**config.mk**
```make
export PLATFORM = sky130hd
export DESIGN_NAME = conv3x3_engine
export DESIGN_NICKNAME = d
export VERILOG_FILES = /design/src/rtl/conv3x3_engine.sv
export SDC_FILE = /design/constraint.sdc
export NUM_CORES = 1
export LEC_CHECK = 0
export ABC_AREA = 1
export CORE_UTILIZATION = 53
export CTS_CLUSTER_DIAMETER = 60
export DETAILED_ROUTE_END_ITERATION = 6
export PLACE_DENSITY = 0.75
export SLEW_MARGIN = 20
export SYNTH_ARGS = -nofsm -noshare
export SYNTH_HDL_FRONTEND = slang
export SYNTH_SLANG_ARGS = --single-unit
```
**constraint.sdc**
```tcl
create_clock -name clk -period 5.85 [get_ports clk]
set_input_delay 1.755 -clock clk [delete_from_list [all_inputs] [get_ports clk]]
set_output_delay 1.755 -clock clk [all_outputs]
set_load 0.005 [all_outputs]
```
**src/rtl/conv3x3_engine.sv**
```systemverilog
// 3x3 signed-kernel convolution sequencer: reads a source image RAM, writes a
// packed "valid" output image of clamped 8-bit pixels into a destination RAM.
module conv3x3_engine #(
  parameter int IMG_W  = 64,
  parameter int IMG_H  = 64,
  parameter int ADDR_W = 12,
  parameter int SHIFT  = 4
) (
  input  logic              clk,
  input  logic              rst,
  input  logic              start,
  input  logic [71:0]       kernel,
  output logic              busy,
  output logic              done,
  output logic              rd_en,
  output logic [ADDR_W-1:0] rd_addr,
  input  logic [7:0]        rd_data,
  output logic              wr_en,
  output logic [ADDR_W-1:0] wr_addr,
  output logic [7:0]        wr_data
);

  typedef enum logic [2:0] {IDLE, READ, LAST, WRITE, DONE} state_t;

  localparam int ACC_W = 22;
  localparam logic [ADDR_W-1:0] W_A    = ADDR_W'(IMG_W);
  localparam logic [ADDR_W-1:0] OW_A   = ADDR_W'(IMG_W - 2);
  localparam logic [ADDR_W-1:0] C_LAST = ADDR_W'(IMG_W - 3);
  localparam logic [ADDR_W-1:0] R_LAST = ADDR_W'(IMG_H - 3);
  localparam logic signed [ACC_W-1:0] PIX_MAX = 255;

  state_t state, state_nx;

  logic signed [7:0]       taps [9];
  logic [ADDR_W-1:0]       r, c;
  logic [3:0]              k;
  logic signed [ACC_W-1:0] acc;
  logic [1:0]              ti, tj;
  logic [3:0]              tap_idx;
  logic signed [16:0]      prod;
  logic signed [ACC_W-1:0] shifted;
  logic [7:0]              pix;
  logic                    last_pix;

  // k runs 0..8 during READ and sits at 9 in LAST, so tap k-1 always pairs
  // with the pixel read one cycle earlier.
  always_comb begin
    if (k >= 4'd6) begin
      ti = 2'd2;
      tj = 2'(k - 4'd6);
    end else if (k >= 4'd3) begin
      ti = 2'd1;
      tj = 2'(k - 4'd3);
    end else begin
      ti = 2'd0;
      tj = 2'(k);
    end
    tap_idx = (k == 4'd0) ? 4'd0 : k - 4'd1;
    prod    = $signed({1'b0, rd_data}) * taps[tap_idx];
    shifted = acc >>> SHIFT;
    if (shifted[ACC_W-1])
      pix = '0;
    else if (shifted > PIX_MAX)
      pix = '1;
    else
      pix = shifted[7:0];
    last_pix = (r == R_LAST) && (c == C_LAST);
  end

  always_ff @(posedge clk) begin
    if (rst) state <= IDLE;
    else     state <= state_nx;
  end

  always_comb begin
    state_nx = state;
    busy     = (state != IDLE);
    done     = 1'b0;
    rd_en    = 1'b0;
    wr_en    = 1'b0;
    case (state)
      IDLE:  if (start) state_nx = READ;
      READ: begin
        rd_en = 1'b1;
        if (k == 4'd8) state_nx = LAST;
      end
      LAST:  state_nx = WRITE;
      WRITE: begin
        wr_en    = 1'b1;
        state_nx = last_pix ? DONE : READ;
      end
      DONE: begin
        done     = 1'b1;
        state_nx = IDLE;
      end
      default: state_nx = IDLE;
    endcase
  end

  always_comb begin
    rd_addr = '0;
    wr_addr = '0;
    wr_data = '0;
    if (rd_en) rd_addr = (r + ADDR_W'(ti)) * W_A + c + ADDR_W'(tj);
    if (wr_en) begin
      wr_addr = r * OW_A + c;
      wr_data = pix;
    end
  end

  always_ff @(posedge clk) begin
    if (rst) begin
      acc <= '0;
      r   <= '0;
      c   <= '0;
      k   <= '0;
      for (int unsigned i = 0; i < 9; i++) taps[i] <= '0;
    end else begin
      case (state)
        IDLE: if (start) begin
          for (int unsigned i = 0; i < 9; i++) taps[i] <= kernel[8*i +: 8];
          acc <= '0;
          r   <= '0;
          c   <= '0;
          k   <= '0;
        end
        READ: begin
          if (k != 4'd0) acc <= acc + ACC_W'(prod);
          k <= k + 4'd1;
        end
        LAST: acc <= acc + ACC_W'(prod);
        WRITE: begin
          acc <= '0;
          k   <= '0;
          if (c == C_LAST) begin
            c <= '0;
            r <= r + 1'b1;
          end else begin
            c <= c + 1'b1;
          end
        end
        default: ;
      endcase
    end
  end

endmodule

```
==> flow_summary.html, run 1 <==
<table>
<tr><th>Metric</th><th>Value</th></tr>
<tr><th colspan="2">Outcome</th></tr>
<tr><td>Run status</td><td>finished, violations left</td></tr>
<tr><td>Violated checks</td><td>setup timing</td></tr>
<tr><th colspan="2">STA</th></tr>
<tr><td>Final Max Tran Viols</td><td>0</td></tr>
<tr><td>Final Hold Fails</td><td>0</td></tr>
<tr><td>Final critical delay including setup and external delays</td><td>6340 ps</td></tr>
<tr><td>Top achievable clock speed</td><td>0.158 GHz</td></tr>
<tr><td>Final Hold Slack</td><td>465 ps</td></tr>
<tr><td>Setup skew after layout</td><td>7.29 ps</td></tr>
<tr><td>Worst slew margin</td><td>0.248</td></tr>
<tr><td>Setup violators final</td><td>6</td></tr>
<tr><td>RSZ-0062 raised after global routing</td><td>true</td></tr>
<tr><td>Share of the clock period used by the worst path after layout</td><td>1.08</td></tr>
<tr><td>Crit path setup slack, layout</td><td>-493 ps</td></tr>
<tr><td>Pin slew with the least headroom to its limit</td><td>1120 ps</td></tr>
<tr><th colspan="2">Detailed routing</th></tr>
<tr><td>Wirelength per Cell</td><td>15.8 um</td></tr>
<tr><td>Via count</td><td>10,500</td></tr>
<tr><td>Detailed-route vias per instance</td><td>5.29</td></tr>
<tr><td>Antenna-violating nets left</td><td>0</td></tr>
<tr><td>Total Routed Length</td><td>31,200 um</td></tr>
<tr><td>DRC marker count from the first detailed-route iteration</td><td>702</td></tr>
<tr><td>Number of optimization iterations in the first detailed-route pass</td><td>5</td></tr>
<tr><td>Post-route DRC violation count</td><td>0</td></tr>
<tr><th colspan="2">Clock network</th></tr>
<tr><td>Clock tree root buffer cell</td><td>clkbuf_16</td></tr>
<tr><td>Register clock-pin slew on the reported worst setup and hold paths</td><td>60 ps</td></tr>
<tr><td>Number of buffers on the longest clock path</td><td>2</td></tr>
<tr><td>CTS tree</td><td>done</td></tr>
<tr><td>H-Tree Level Count</td><td>4</td></tr>
<tr><td>Number of sinks handled by clock tree synthesis</td><td>125</td></tr>
<tr><td>Total CTS buffers</td><td>17</td></tr>
<tr><td>Number of hold buffers added after cts</td><td>0</td></tr>
<tr><td>Clock latency at the later pin of the worst-skew pair</td><td>420 ps</td></tr>
<tr><th colspan="2">Setup path</th></tr>
<tr><td>Critical setup path kind</td><td>flop to output pin</td></tr>
<tr><td>Worst EP arrival</td><td>4590 ps</td></tr>
<tr><td>Critical path startpoint category</td><td>flop</td></tr>
<tr><td>Max FO, Critical Path</td><td>4</td></tr>
<tr><td>Kind of end point of the critical path</td><td>output pin</td></tr>
<tr><td>CP Data Required Time</td><td>4090 ps</td></tr>
<tr><th colspan="2">Yosys</th></tr>
<tr><td>Count of unique library cells instantiated by Yosys</td><td>48</td></tr>
<tr><td>Main combinational cell family by area after synthesis</td><td>adder cells</td></tr>
<tr><td>Cell type contributing the most total cell area after synthesis</td><td>edfxtp_1</td></tr>
<tr><td>Yosys reg bits</td><td>125</td></tr>
<tr><td>Adder and majority gate portion of the synthesized area</td><td>0.256</td></tr>
<tr><td>Area fraction in compound gates after synthesis</td><td>0.0896</td></tr>
<tr><td>Proportion of netlist area held by the largest area contributor</td><td>0.194</td></tr>
<tr><td>Average cell area after synthesis</td><td>7.78 sq um</td></tr>
<tr><td>Syn. warnings</td><td>0</td></tr>
<tr><td>Mapped Nets</td><td>1,701</td></tr>
<tr><td>Post-synthesis share of cell area spent on and, or, nand and nor gates</td><td>0.233</td></tr>
<tr><td>Predominant post-synthesis flop cell</td><td>edfxtp_1</td></tr>
<tr><td>Number of enable flip-flop cells after synthesis</td><td>72</td></tr>
<tr><td>Sequential-to-total area share from yosys stat</td><td>0.289</td></tr>
<tr><td>Fraction of registers with async set or reset after synthesis</td><td>0</td></tr>
<tr><td>Synth Instances</td><td>1,434</td></tr>
<tr><td>Ranking of synthesized cells by area</td><td>edfxtp_1 (19%), fa_1 (13%), ha_1 (12%), dfxtp_1 (9.5%), inv_1 (9.4%)</td></tr>
<tr><td>Synth Cell Area</td><td>11,100 sq um</td></tr>
<tr><td>Multiplexer share of the synthesized area</td><td>0</td></tr>
<tr><td>XOR/XNOR share of the synthesized area</td><td>0.0236</td></tr>
<tr><th colspan="2">Cells and area</th></tr>
<tr><td>Count of nets after finishing</td><td>1,965</td></tr>
<tr><td>Number of diodes</td><td>0</td></tr>
<tr><td>Syn-to-layout area delta</td><td>36.2%</td></tr>
<tr><td>Ratio of cells with drive above 1 in the final layout</td><td>0.224</td></tr>
<tr><th colspan="2">Floorplan</th></tr>
<tr><td>Area of the core</td><td>20,400 sq um</td></tr>
<tr><td># rows</td><td>52</td></tr>
<tr><td>Floorplan die height</td><td>147 um</td></tr>
<tr><td>Die extent in x</td><td>147 um</td></tr>
<tr><td>Starting density of the core</td><td>0.546</td></tr>
<tr><td>Die area</td><td>21,600 sq um</td></tr>
<tr><td>Ports</td><td>119</td></tr>
<tr><th colspan="2">Global routing</th></tr>
<tr><td>Via count of the first global-routing pass</td><td>10,100</td></tr>
<tr><td>Maximum number of pins on one net before global-route repair</td><td>80</td></tr>
<tr><td>Antenna violations before repair</td><td>0</td></tr>
<tr><td>Total grt overflow</td><td>0</td></tr>
<tr><td>First-pass GRT wire length</td><td>48,900 um</td></tr>
<tr><td>Aggregate global-route resource usage</td><td>0.285</td></tr>
<tr><th colspan="2">Place</th></tr>
<tr><td>Weighted congestion at the end of routability-driven global placement</td><td>0.940</td></tr>
<tr><td>Detailed Place HPWL</td><td>22,500 um</td></tr>
<tr><td>IO buf count</td><td>118</td></tr>
<tr><th colspan="2">Min path</th></tr>
<tr><td>Worst min-delay path category</td><td>flop to flop</td></tr>
<tr><th colspan="2">Job</th></tr>
<tr><td># Max-Cap Violations</td><td>0</td></tr>
</table>
## sequential cells by signal (all words and copies together) (netlist names)
name   count
c         12
r         12
state      3
k          4
acc       22
taps      72
## layout by cell type (no fill, tap or decap), types with 10 or more instances in the layout
master	netlist	layout
inv_1	280	256
nand2_1	233	214
nor2_1	185	168
buf_4	1	143
clkdlybuf4s50_1	0	101
nand3_1	112	92
ha_1	110	89
a21oi_1	96	76
edfxtp_1	72	72
fa_1	74	70
dfxtp_1	53	48
o21ai_0	51	36
inv_2	4	23
nand3_2	1	21
nand2_2	4	17
ha_4	0	17
clkbuf_16	0	17
nor3_1	20	16
nor2_2	1	16
a21oi_2	0	15
nand4_1	12	12
xnor2_1	15	12
xor2_1	15	12
buf_6	0	10
## routing by layer
metal | vias to the layer above | routed length (um) | global-route usage
met5 | - | 0 | 0
met4 | 0 | 693 | 0.0974
met3 | 62 | 2170 | 0.0475
met2 | 456 | 14700 | 0.442
met1 | 4857 | 13600 | 0.404
li1 | 5111 | - | -
## kinds of logic after synthesis
group,after synthesis
xor+xnor,30
compound gates,181
buf+inv,316
fa+ha+maj,184
simple gates,598
flops,125
## critical path, cell delays in order, from the launching register on
cell	delay [ps]
dfxtp_2	330
fa_1	560
inv_1	50
fa_1	480
fa_1	510
inv_2	50
ha_4	300
nand2_1	80
o21ai_2	150
a21oi_1	80
o21ai_1	150
xnor2_1	150
inv_1	110
ha_4	310
nand2_4	70
nor3_4	210
nand3_1	120
o2111ai_2	90
o21ai_1	100
a21oi_1	130
buf_2	130
## layout make-up
cell class                 count  area, sq um
tap                          270          338
timing repair buffer         274         2380
timing repair inverter         1         7.51
fill                        1474         5240
clock inverter                15          173
sequential                   125         3240
multi-input combinational    993         7530
inverter                     286         1090
clock buffer                  17          425
## through the flow
stage                     cell area (sq um)  std cells   util  TNS (ps)  setup slack (ps)
after floorplan                       11200       1434      -         0              21.0
after global placement                13500       1913  0.661    -10050              -654
after detailed placement              13500       1913  0.661    -10680              -677
after CTS                             14400       1955  0.703     -2640              -699
after global routing                  15200       1981  0.743     -4720              -720
final                                 15200       1981  0.743     -2010              -493
## synth_stat cells (17+ instances only)
master,n
a21oi_1,96
clkbuf_1,17
dfxtp_1,53
edfxtp_1,72
fa_1,74
ha_1,110
inv_1,280
nand2_1,233
nand3_1,112
nor2_1,185
nor3_1,20
o21ai_0,51
## path summary, 6_finish.rpt
path	end	cells past startpoint	startpoint	slack, ps
setup reg to reg	acc[13]	28	k[0]	20
hold reg to reg	acc[2]	2	acc[2]	470
hold / removal	acc[2]	2	acc[2]	470
setup / recovery	wr_addr[10]	20	r[0]	-490
## repair_timing
| action | CTS | global route |
|---|---|---|
| hold endpoints to repair | 0 | 0 |
| buffers inserted | 11 | 25 |
| setup endpoints to repair | 22 | 24 |
| pin swaps | 42 | 85 |
| cloned | 0 | 1 |
| resized for setup | 85 | 162 |
Power of run 1 is left out: the tool's default activity adds up to more than one toggle a clock period on the data nets, which glitch-free logic cannot reach.
==> inputs of run 2 (changes only) <==
--- a/config.mk
+++ b/config.mk
@@ -6,10 +6,11 @@
 export NUM_CORES = 1
 export LEC_CHECK = 0
 export ABC_AREA = 1
-export CORE_UTILIZATION = 53
+export CORE_UTILIZATION = 63
 export CTS_CLUSTER_DIAMETER = 60
 export DETAILED_ROUTE_END_ITERATION = 6
-export PLACE_DENSITY = 0.75
+export PLACE_DENSITY = 0.85
+export SETUP_SLACK_MARGIN = 0.05
 export SLEW_MARGIN = 20
 export SYNTH_ARGS = -nofsm -noshare
 export SYNTH_HDL_FRONTEND = slang
==> constraint.sdc (replaced) <==
create_clock -name clk -period 7.81 [get_ports clk]
set_input_delay 2.343 -clock clk [delete_from_list [all_inputs] [get_ports clk]]
set_output_delay 2.343 -clock clk [all_outputs]
set_load 0.005 [all_outputs]
==> run 2 against run 1 <==
  * The flow now finishes without violations
  * Largest cell class unchanged
  * Critical endpoint unchanged
  * Global-route usage is 4.4 points higher
  * Flip-flop and latch count stayed put
  * Critical path type unchanged
  * Register-to-register slack improved by 780 ps
  * Cell area down 13%
==> flow_summary.html, run 2 (synthesis results as in run 1) <==
<table>
<tr><th>Metric</th><th>Value</th></tr>
<tr><th colspan="2">Cells and area</th></tr>
<tr><td>Count of nets after finishing</td><td>1,822</td></tr>
<tr><td>Number of diodes</td><td>0</td></tr>
<tr><td>Register with the most flip-flops</td><td>taps</td></tr>
<tr><td>Leading cell type in the layout, fill and taps excluded</td><td>inv_1</td></tr>
<tr><td>Most frequent cells in the layout</td><td>inv_1 (280), nand2_1 (231), nor2_1 (184), clkdlybuf4s50_1 (118), nand3_1 (112)</td></tr>
<tr><td>Ratio of cells with drive above 1 in the final layout</td><td>0.0574</td></tr>
<tr><td>Max reg flops</td><td>72</td></tr>
<tr><td>Syn-to-layout area delta</td><td>18.4%</td></tr>
<tr><td>Top Registers</td><td>taps: 72 flops, acc: 22 flops</td></tr>
<tr><th colspan="2">Clock network</th></tr>
<tr><td>Total CTS buffers</td><td>17</td></tr>
<tr><td>Number of sinks handled by clock tree synthesis</td><td>125</td></tr>
<tr><td>Clock tree root buffer cell</td><td>clkbuf_16</td></tr>
<tr><td>Number of buffers on the longest clock path</td><td>2</td></tr>
<tr><td>Register clock-pin slew on the reported worst setup and hold paths</td><td>60 ps</td></tr>
<tr><td>Clock latency at the later pin of the worst-skew pair</td><td>430 ps</td></tr>
<tr><td>H-Tree Level Count</td><td>4</td></tr>
<tr><td>CTS tree</td><td>done</td></tr>
<tr><th colspan="2">Global routing</th></tr>
<tr><td>GR Layer Usage met3</td><td>0.0499</td></tr>
<tr><td>Aggregate global-route resource usage</td><td>0.329</td></tr>
<tr><td>Antenna violations before repair</td><td>0</td></tr>
<tr><td>Most utilized layer in the global route result</td><td>met2</td></tr>
<tr><td>Met2 track demand over resource in global routing</td><td>0.527</td></tr>
<tr><td>Maximum number of pins on one net before global-route repair</td><td>80</td></tr>
<tr><td>First-pass GRT wire length</td><td>46,600 um</td></tr>
<tr><td>Total grt overflow</td><td>0</td></tr>
<tr><td>Fraction of met1 tracks used by global routing</td><td>0.446</td></tr>
<tr><td>Via count of the first global-routing pass</td><td>9,760</td></tr>
<tr><th colspan="2">Setup path</th></tr>
<tr><td>Most frequent cell on the critical path</td><td>fa_1</td></tr>
<tr><td>Worst EP arrival</td><td>5120 ps</td></tr>
<tr><td>Register-to-Register Path Depth</td><td>28</td></tr>
<tr><td>Kind of end point of the critical path</td><td>output pin</td></tr>
<tr><td>Critical-path cell with the highest stage delay</td><td>fa_1</td></tr>
<tr><td>Critical path buffer and inverter count</td><td>3</td></tr>
<tr><td>Startpoint of the most critical register-to-register path</td><td>k[1]</td></tr>
<tr><td>CP Data Required Time</td><td>5470 ps</td></tr>
<tr><td>Critical setup path kind</td><td>flop to output pin</td></tr>
<tr><td>Critical path startpoint category</td><td>flop</td></tr>
<tr><td>Max FO, Critical Path</td><td>10</td></tr>
<tr><td>Cell-by-cell listing of the critical path</td><td>buf_4 -&gt; fa_1 -&gt; fa_1 -&gt; fa_1 -&gt; ha_1 -&gt; nand2_1 -&gt; o21ai_2 -&gt; a21oi_1 -&gt; o21ai_0 -&gt; xnor2_1 -&gt; inv_1 -&gt; ha_4 -&gt; nand2_1 -&gt; nor3_2 -&gt; nand3_1 -&gt; o2111ai_1 -&gt; o21ai_0 -&gt; a21oi_1 -&gt; clkdlybuf4s50_1</td></tr>
<tr><td>Gate family responsible for the most delay along the worst path</td><td>adder cells</td></tr>
<tr><td>Delay of the slowest cell on the worst path</td><td>560 ps</td></tr>
<tr><td>Flop2flop setup slack</td><td>800 ps</td></tr>
<tr><td>Capture instance of the worst register-to-register path</td><td>acc[19]</td></tr>
<tr><th colspan="2">Power</th></tr>
<tr><td>Peak supply drop</td><td>455 uV</td></tr>
<tr><td>Leak Pwr</td><td>6.43 nW</td></tr>
<tr><td>Power Density</td><td>460 nW/um^2</td></tr>
<tr><th colspan="2">Job</th></tr>
<tr><td># Max-Cap Violations</td><td>0</td></tr>
<tr><th colspan="2">Floorplan</th></tr>
<tr><td>Ports</td><td>119</td></tr>
<tr><td>Starting density of the core</td><td>0.645</td></tr>
<tr><td>Floorplan die height</td><td>135 um</td></tr>
<tr><td>Die extent in x</td><td>135 um</td></tr>
<tr><td>Die area</td><td>18,200 sq um</td></tr>
<tr><td># rows</td><td>48</td></tr>
<tr><td>Area of the core</td><td>17,300 sq um</td></tr>
<tr><th colspan="2">STA</th></tr>
<tr><td>Final Max Tran Viols</td><td>0</td></tr>
<tr><td>Setup violators final</td><td>0</td></tr>
<tr><td>Setup skew after layout</td><td>15.4 ps</td></tr>
<tr><td>Final critical delay including setup and external delays</td><td>7470 ps</td></tr>
<tr><td>Final Hold Slack</td><td>467 ps</td></tr>
<tr><td>Pin slew with the least headroom to its limit</td><td>1120 ps</td></tr>
<tr><td>Final-layout setup total negative slack</td><td>0 ps</td></tr>
<tr><td>RSZ-0062 raised after global routing</td><td>false</td></tr>
<tr><td>Worst slew margin</td><td>0.250</td></tr>
<tr><td>Final Hold Fails</td><td>0</td></tr>
<tr><td>Share of the clock period used by the worst path after layout</td><td>0.956</td></tr>
<tr><td>Top achievable clock speed</td><td>0.134 GHz</td></tr>
<tr><th colspan="2">Min path</th></tr>
<tr><td>Startpoint of the most critical hold path</td><td>acc[15]</td></tr>
<tr><td>Worst min-delay path category</td><td>flop to flop</td></tr>
<tr><td>Hold-critical path depth</td><td>2</td></tr>
<tr><td>End point of the most critical hold path</td><td>acc[15]</td></tr>
<tr><th colspan="2">Detailed routing</th></tr>
<tr><td>Detailed-route vias per instance</td><td>5.58</td></tr>
<tr><td>Number of optimization iterations in the first detailed-route pass</td><td>6</td></tr>
<tr><td>DRC marker count from the first detailed-route iteration</td><td>833</td></tr>
<tr><td>Via count</td><td>10,000</td></tr>
<tr><td>Antenna-violating nets left</td><td>0</td></tr>
<tr><td>Wirelength per Cell</td><td>15.8 um</td></tr>
<tr><td>Post-route DRC violation count</td><td>0</td></tr>
<tr><td>Total Routed Length</td><td>28,300 um</td></tr>
<tr><th colspan="2">Place</th></tr>
<tr><td>Weighted congestion at the end of routability-driven global placement</td><td>0.959</td></tr>
<tr><td>Detailed Place HPWL</td><td>21,300 um</td></tr>
<tr><td>IO buf count</td><td>118</td></tr>
<tr><th colspan="2">Outcome</th></tr>
<tr><td>Run status</td><td>completed</td></tr>
</table>
run 2: cell count changes in the layout (fill, tap and decap cells not counted), moves of 17 or more:
cell             previous run  this run
a21oi_1                    76        95
nand2_1                   214       231
nand3_2                    21         1
inv_2                      23         4
inv_1                     256       280
clkdlybuf4s50_1           101       118
ha_1                       89       108
nand3_1                    92       112
buf_4                     143        14
run 2: power breakdown:
part	internal [mW]	switching, mW	total, mW
Sequential	0.804	0.0413	0.846
Clock	0.443	0.321	0.764
Combinational	1.69	2.77	4.46
run 2: what timing repair did:
item	4_1_cts	5_1_grt
gates resized for setup	2	10
pin swaps	0	1
setup buffers	0	1
hold buffers	0	0
endpoints found under the setup margin	2	2
run 2: cell type report:
cell class	instances	area, sq um
Clock buffer	18	429
Clock inverter	14	130
Fill cell	1237	4090
Inverter	286	1070
Multi-Input combinational cell	993	6770
Sequential cell	125	3230
Tap cell	225	282
Timing Repair Buffer	132	1290
run 2: stage by stage:
step / setup slack [ps] / utilization / cell area (sq um) / power, mW / cells
finish: 344 / 0.763 / 13200 / 6.07 / 1793
global route: 58.4 / 0.763 / 13200 / 6.79 / 1793
CTS: 78.7 / 0.760 / 13100 / 6.03 / 1792
detailed placement: 286 / 0.728 / 12600 / 5.20 / 1760
global placement: 389 / 0.728 / 12600 / 5.11 / 1760
floorplan: 1120 / - / 11100 / 4.17 / 1434
run 2: worst max path at each step:
stage                     depth (start not counted)  slack, ps       start     endpoint
after floorplan                                  20       1120  rd_data[0]      acc[19]
after global placement                           22        390  rd_data[3]      acc[19]
after detailed placement                         21        290  rd_data[3]      acc[19]
after CTS                                        20         80        r[1]  wr_addr[10]
after global routing                             23         60        r[0]  wr_addr[11]
final                                            19        340        r[2]  wr_addr[10]
run 2: layer usage:
layer  part of all wire  up-vias
li1                   -     4827
met1               0.43     4634
met2               0.46      477
met3              0.077       65
met4              0.031        0
met5                  0        -
run 2: worst reg2reg max path: cells and delay by family, from the launching register on:
family                     cells  cell delay, ps
adders and majority gates      7            3270
and+or+nand+nor               13            2150
AOI/OAI and AO/OA              3             720
buffers and inverters          5             440
DFF                            1             370
(Power assumes the default switching activity.)
